==> config.mk <==
export PLATFORM = sky130hd
export DESIGN_NAME = port_deser_flat
export DESIGN_NICKNAME = d
export VERILOG_FILES = /design/src/rtl/router_pkg.sv /design/src/rtl/port_deser_if.sv /design/src/rtl/router_fifo.sv /design/src/rtl/port_deser.sv /design/src/flat_wrapper.sv
export SDC_FILE = /design/constraint.sdc
export NUM_CORES = 1
export LEC_CHECK = 0
export BUFFER_PORTS_ARGS = -buffer_cell sky130_fd_sc_hd__buf_2
export CORE_UTILIZATION = 60
export CTS_BUF_LIST = sky130_fd_sc_hd__clkbuf_8
export DETAILED_ROUTE_END_ITERATION = 6
export PLACE_DENSITY = 0.77
export SKIP_LAST_GASP = 1
export SLEW_MARGIN = 20
export SYNTH_ARGS = -nofsm -noshare
export SYNTH_HDL_FRONTEND = slang
export SYNTH_HIERARCHICAL = 1
export SYNTH_SLANG_ARGS = --single-unit
==> constraint.sdc <==
create_clock -name clk -period 4.61 [get_ports clk]
set_input_delay 0.6915 -clock clk [delete_from_list [all_inputs] [get_ports clk]]
set_output_delay 0.6915 -clock clk [all_outputs]
set_load 0.03 [all_outputs]
==> src/rtl/router_pkg.sv <==
// rtl/router_pkg.sv - shared router widths, FIFO entry layout and deserializer states
package router_pkg;

  localparam int BYTE_W  = 8;
  localparam int NPORTS  = 16;
  localparam int ENTRY_W = BYTE_W + 2;

  // FIFO entry: {err, eop, data}
  typedef struct packed {
    logic              err;
    logic              eop;
    logic [BYTE_W-1:0] data;
  } entry_t;

  typedef enum logic {
    IDLE = 1'b0,
    RECV = 1'b1
  } state_t;

endpackage

==> src/rtl/port_deser_if.sv <==
// rtl/port_deser_if.sv - byte output handshake between a port deserializer and its consumer
import router_pkg::*;

interface port_deser_if;

  logic              out_valid;
  logic              out_ready;
  logic [BYTE_W-1:0] out_data;
  logic              out_eop;
  logic              out_err;

  modport master (
    output out_valid,
    output out_data,
    output out_eop,
    output out_err,
    input  out_ready
  );

  modport slave (
    input  out_valid,
    input  out_data,
    input  out_eop,
    input  out_err,
    output out_ready
  );

endinterface

==> src/rtl/router_fifo.sv <==
// rtl/router_fifo.sv - synchronous first-word fall-through FIFO with wrap-bit pointers
module router_fifo #(
  parameter int WIDTH = 10,
  parameter int DEPTH = 8
) (
  input  logic             clk,
  input  logic             reset,
  input  logic             wr_en,
  input  logic [WIDTH-1:0] wr_data,
  output logic             full,
  input  logic             rd_en,
  output logic [WIDTH-1:0] rd_data,
  output logic             empty
);

  localparam int AW = $clog2(DEPTH);

  logic [WIDTH-1:0] mem [DEPTH];
  logic [AW:0]      wr_ptr;
  logic [AW:0]      rd_ptr;
  logic             do_wr;
  logic             do_rd;

  assign empty = (wr_ptr == rd_ptr);
  assign full  = (wr_ptr[AW] != rd_ptr[AW]) && (wr_ptr[AW-1:0] == rd_ptr[AW-1:0]);

  // A write while full is still taken when the head leaves in the same cycle.
  assign do_rd = rd_en && !empty;
  assign do_wr = wr_en && (!full || rd_en);

  assign rd_data = mem[rd_ptr[AW-1:0]];

  always_ff @(posedge clk) begin
    if (reset) begin
      wr_ptr <= '0;
      rd_ptr <= '0;
      for (int i = 0; i < DEPTH; i++) begin
        mem[i] <= '0;
      end
    end else begin
      if (do_wr) begin
        mem[wr_ptr[AW-1:0]] <= wr_data;
        wr_ptr              <= wr_ptr + (AW+1)'(1);
      end
      if (do_rd) begin
        rd_ptr <= rd_ptr + (AW+1)'(1);
      end
    end
  end

endmodule

==> src/rtl/port_deser.sv <==
// rtl/port_deser.sv - per-port serial receive stage: byte assembly, end tagging, byte FIFO
import router_pkg::*;

module port_deser #(
  parameter int FIFO_DEPTH = 8
) (
  input  logic                clk,
  input  logic                reset,
  input  logic                frame_n,
  input  logic                valid_n,
  input  logic                din,
  port_deser_if.master        out,
  output logic                overflow,
  output logic [7:0]          pkt_count
);

  state_t            state_q;
  state_t            state_n;
  logic [BYTE_W-1:0] sr_q;
  logic [BYTE_W-1:0] sr_next;
  logic [2:0]        bcnt_q;
  logic [3:0]        nbits;
  logic              accept;
  logic              end_cycle;
  logic              byte_done;
  logic              push;
  entry_t            push_entry;
  entry_t            head;
  logic              fifo_full;
  logic              fifo_empty;
  logic              pop;

  always_ff @(posedge clk) begin
    if (reset) begin
      state_q <= IDLE;
    end else begin
      state_q <= state_n;
    end
  end

  always_comb begin
    state_n = state_q;
    case (state_q)
      IDLE:    if (!frame_n) state_n = RECV;
      RECV:    if (frame_n)  state_n = IDLE;
      default: state_n = IDLE;
    endcase
  end

  // The bit presented in the start cycle counts; an end cycle folds in its own bit.
  always_comb begin
    accept    = !valid_n && ((state_q == RECV) || !frame_n);
    end_cycle = (state_q == RECV) && frame_n;
    sr_next   = sr_q;
    if (accept) begin
      sr_next[bcnt_q] = din;
    end
    nbits           = {1'b0, bcnt_q} + {3'b000, accept};
    byte_done       = (nbits == 4'd8);
    push            = end_cycle || byte_done;
    push_entry.data = sr_next;
    push_entry.eop  = end_cycle;
    push_entry.err  = end_cycle && !byte_done;
  end

  // sr is cleared after every push so short tails come out zero-padded.
  always_ff @(posedge clk) begin
    if (reset) begin
      sr_q      <= '0;
      bcnt_q    <= '0;
      overflow  <= 1'b0;
      pkt_count <= '0;
    end else begin
      if (push) begin
        sr_q   <= '0;
        bcnt_q <= '0;
      end else if (accept) begin
        sr_q   <= sr_next;
        bcnt_q <= bcnt_q + 3'd1;
      end
      if (end_cycle) begin
        pkt_count <= pkt_count + 8'd1;
      end
      if (push && fifo_full && !pop) begin
        overflow <= 1'b1;
      end
    end
  end

  assign pop = out.out_valid && out.out_ready;

  router_fifo #(
    .WIDTH (ENTRY_W),
    .DEPTH (FIFO_DEPTH)
  ) u_fifo (
    .clk     (clk),
    .reset   (reset),
    .wr_en   (push),
    .wr_data (push_entry),
    .full    (fifo_full),
    .rd_en   (pop),
    .rd_data (head),
    .empty   (fifo_empty)
  );

  assign out.out_valid = !fifo_empty;
  assign out.out_data  = head.data;
  assign out.out_eop   = head.eop;
  assign out.out_err   = head.err;

endmodule

==> src/flat_wrapper.sv <==
// flat-port wrapper written by rule: the top's interface ports become plain ports
module port_deser_flat 
#(
  parameter int FIFO_DEPTH = 8
)
  (clk, reset, frame_n, valid_n, din, overflow, pkt_count, out_out_valid, out_out_data, out_out_eop, out_out_err, out_out_ready);
  port_deser_if out_i ();
  input  logic clk;
  input  logic reset;
  input  logic frame_n;
  input  logic valid_n;
  input  logic din;
  output logic overflow;
  output logic [7:0] pkt_count;
  output wire logic [$bits(out_i.out_valid)-1:0] out_out_valid;
  output wire logic [$bits(out_i.out_data)-1:0] out_out_data;
  output wire logic [$bits(out_i.out_eop)-1:0] out_out_eop;
  output wire logic [$bits(out_i.out_err)-1:0] out_out_err;
  input wire logic [$bits(out_i.out_ready)-1:0] out_out_ready;
  assign out_out_valid = out_i.out_valid;
  assign out_out_data = out_i.out_data;
  assign out_out_eop = out_i.out_eop;
  assign out_out_err = out_i.out_err;
  assign out_i.out_ready = out_out_ready;
  port_deser #(.FIFO_DEPTH(FIFO_DEPTH)) u_core (.clk(clk), .reset(reset), .frame_n(frame_n), .valid_n(valid_n), .din(din), .out(out_i), .overflow(overflow), .pkt_count(pkt_count));
endmodule
==> impl_results.md <==
* Clock buffer count from CTS at 9
* DP Worst Slack at 0.827 ns
* Number of iterations in the first detailed-routing pass at 5
* Gate Count Post-Synth at 450
* Post-placement cell area at 5510 um^2
* Clock slew at reported path FFs at 0.11 ns
* Final setup violating endpoints at 0
* Remaining antenna violation count at 0
* Detail-routed via count per cell at 6.32
* Wire length after detailed routing at 11500 um
* Number of instances on the worst hold path at 2
* Count of final hold-check violations at 0
* Startpoint of the most critical hold path: u_core/overflow
* Critical-path maximum fanout at 14
* Highest Clock Rate at 295 MHz
* Switching part of the total at 0.246
* P_sw at 441 uW
* Port-buffer cells at 25
* Clock Tree Buf Depth at 2
* Number of pins exceeding their max-slew limit in the final report at 0
* Kind of critical path: primary input to register
* Startpoint of the lowest-slack register-to-register path: u_core/state_q
* Proportion of power drawn by the clock network at 0.314
* Number of post-CTS setup repair buffers at 0
* Summed instance area of the synthesized netlist at 5360 um^2
* Die area at 9320 um^2
* Number of sinks driven by the clock tree at 112
* Core ar. at 8680 um^2
* Worst r2r dst: u_core/u_fifo/mem[6][8]
* Largest net degree at the start of global routing at 27
* Number of top-level design ports at 26
* Detailed-placement wirelength estimate at 7960 um
* Hold buffers post-CTS at 0
* Overall Global Routing Usage at 0.265
* Slew Limit Headroom at 0.381
* Type of element launching the critical path: primary input
* FP Rows at 34
* Share of cells above drive strength 1 at 0.209
* Cell internal power dissipation at 1.35 mW
* Detailed router's first-iteration violation count at 433
* Global route overflow at 0
* Residual DRC count at 0
* Share of synthesized area occupied by flip-flops and latches at 0.568
* Vias in the first global route at 3296
* Initial cell density of the core at 0.618
* Transition at the pin with the smallest max-transition slack at 0.928 ns
* Number of diodes at 0
* CTS H-Tree Depth at 3
* Flop and latch count out of synthesis at 112
* TritonCTS clock tree: yes
* Mean cell area of the mapped netlist at 11.9 um^2
* Max cap viols at 0
* Leakage component of the power at 2.00 nW
* Primary flip-flop cell chosen by synthesis mapping: edfxtp_1
* Final setup skew at 0.0133 ns
* Post-cts gate resize count at 0
* Sort of element at the end of the critical path: register
* Total Nets Final at 477
* Number of warnings reported in the yosys synthesis log at 6
* Fill cell count at 660
* Destination of the worst hold path: u_core/overflow
* Die height at 96.5 um
* Vias post-DR at 3655
* Fin util at 0.657
* Final Critical Period at 3.39 ns
* Fraction of registers with async set or reset after synthesis at 0
* Synthesized netlist net count at 462
* Number of flops mapped to enable cells by yosys at 80
* Number of cells on the worst reg-to-reg path at 10
* Critical path data required time at 4.65 ns
* Total Neg Setup Slack at 0 ns
* Yosys cell types at 57
* Combinational Power Share at 0.061
* Least setup slack across all paths after layout at 1.22 ns
* Die outline width at 96.5 um
* Wire length of the first global-routing pass at 17600 um
* R2R setup slack at 1.33 ns
* Number of antenna violations at the first check in global routing at 0
* Insertion delay to the later sink of the worst-skew pair at 0.37 ns
* Sequential share of power at 0.625
* Power density of the placed cells at 314 nW/um^2
* Routed length per placed instance at 19.9 um
* Cell chosen for the clock root: clkbuf_8
* Result of the run: complete, no violations
* Routability cong. at 0.926
* Final Cycle Share at 0.735
* Type of the most critical hold path: register to register
* P&R area growth vs syn at 6.28%
* RSZ-0062 raised after global routing: no
* Max VDD drop at 0.222 mV
* Finished Cell Area at 5700 um^2
* Signal arrival time at the worst endpoint at 3.43 ns
## registers in the layout (all words and copies together), names as in the netlist, named ones only
name / flops
u_core/u_fifo/rd_ptr: 4
u_core/bcnt_q: 3
u_core/pkt_count: 8
u_core/sr_q: 8
u_core/overflow: 1
u_core/state_q: 1
u_core/u_fifo/mem: 80
u_core/u_fifo/wr_ptr: 4
## per-layer routing
metal | vias to the layer above | share of wire | track usage
met5 | - | 0 | 0
met4 | 0 | 0.032 | 0.112
met3 | 28 | 0.11 | 0.0423
met2 | 211 | 0.47 | 0.403
met1 | 1736 | 0.39 | 0.379
li1 | 1680 | - | -
## cells by family (layout without fill, tap and decap cells)
group                      count (synthesis)  count (layout)  share of synthesized area
buffers and inverters                     44              64                     0.0443
adders and majority gates                  6               6                     0.0140
xor gates and xnor gates                  10              10                     0.0177
AOI/OAI and AO/OA                         62              62                     0.0845
muxes                                     31              31                      0.107
DFF                                      112             112                      0.568
and+or+nand+nor                          185             185                      0.165
## cells in the mapped netlist (3+ instances only)
master	n	area [um^2]
a31oi_1	4	25.0
xnor2_1	5	43.8
nand4_1	10	62.6
ha_1	6	75.1
o31ai_1	8	60.1
buf_4	9	67.6
mux2_2	10	113
nand2_1	39	146
o211ai_2	3	37.5
o21ai_0	16	80.1
nor2b_1	4	25.0
mux4_2	20	450
buf_6	4	45.0
or4_1	4	30.0
a21oi_1	18	90.1
or3_1	6	37.5
buf_2	7	35.0
nand2b_1	4	25.0
edfxtp_1	80	2400
nand3_1	7	35.0
clkbuf_1	10	37.5
dfxtp_1	32	641
inv_1	10	37.5
xor2_1	4	35.0
nor2_1	91	342
## layout make-up
type	instances	area [um^2]	area share
repair buffers	35	200	0.0351
flip-flops and latches	112	3040	0.534
clock buffers	9	124	0.0217
clock inverters	7	66.3	0.0116
inverters	13	48.8	0.00856
well taps	108	135	0.0237
multi-input cells	294	2080	0.365
## layout by cell type (no fill, tap or decap), drive strengths merged, types with 5 or more instances in the layout
cell,netlist,layout
nor2,91,91
edfxtp,80,80
nand2,39,39
buf,21,35
dfxtp,32,32
mux4,20,20
a21oi,20,20
o21ai,16,16
inv,12,16
nand4,13,13
mux2,10,10
o31ai,10,10
clkbuf,10,9
nand3,7,7
or3,6,6
ha,6,6
xnor2,5,5
nor2b,5,5
xor2,5,5
## power groups by stage
stage,logic [mW],clock network (mW),registers (mW)
4_1_cts,0.109,0.567,1.12
2_1_floorplan,0.0858,0,1.13
5_1_grt,0.119,0.608,1.12
6_report,0.109,0.562,1.12
3_5_place_dp,0.109,0,1.14
3_3_place_gp,0.107,0,1.14
## worst max-delay path by stage
| stage | from | to | slack, ns |
|---|---|---|---|
| after floorplan | frame_n | u_core/u_fifo/mem[0][0] | 0.61 |
| after global placement | frame_n | u_core/u_fifo/mem[6][8] | 0.95 |
| after detailed placement | frame_n | u_core/u_fifo/mem[6][9] | 0.83 |
| after CTS | frame_n | u_core/u_fifo/mem[6][2] | 1.24 |
| after global routing | frame_n | u_core/u_fifo/mem[6][0] | 0.97 |
| final | frame_n | u_core/u_fifo/mem[6][8] | 1.22 |
## stage by stage
step | instances | power, mW | hold WS (ns)
finish | 578 | 1.79 | 0.475
global route | 578 | 1.85 | 0.503
CTS | 578 | 1.79 | 0.483
detailed placement | 562 | 1.25 | 0.468
global placement | 562 | 1.25 | 0.461
floorplan | 450 | 1.22 | 0.449
## worst max-delay path: stages
cell	delay [ns]
buf_2	0.13
nor2b_2	0.53
nor2_1	0.09
ha_1	0.21
ha_1	0.26
and4bb_1	0.30
a31oi_1	0.11
inv_1	0.22
nor2b_1	0.22
buf_4	0.22
a41o_1	0.45
(Power assumes the default switching activity.)
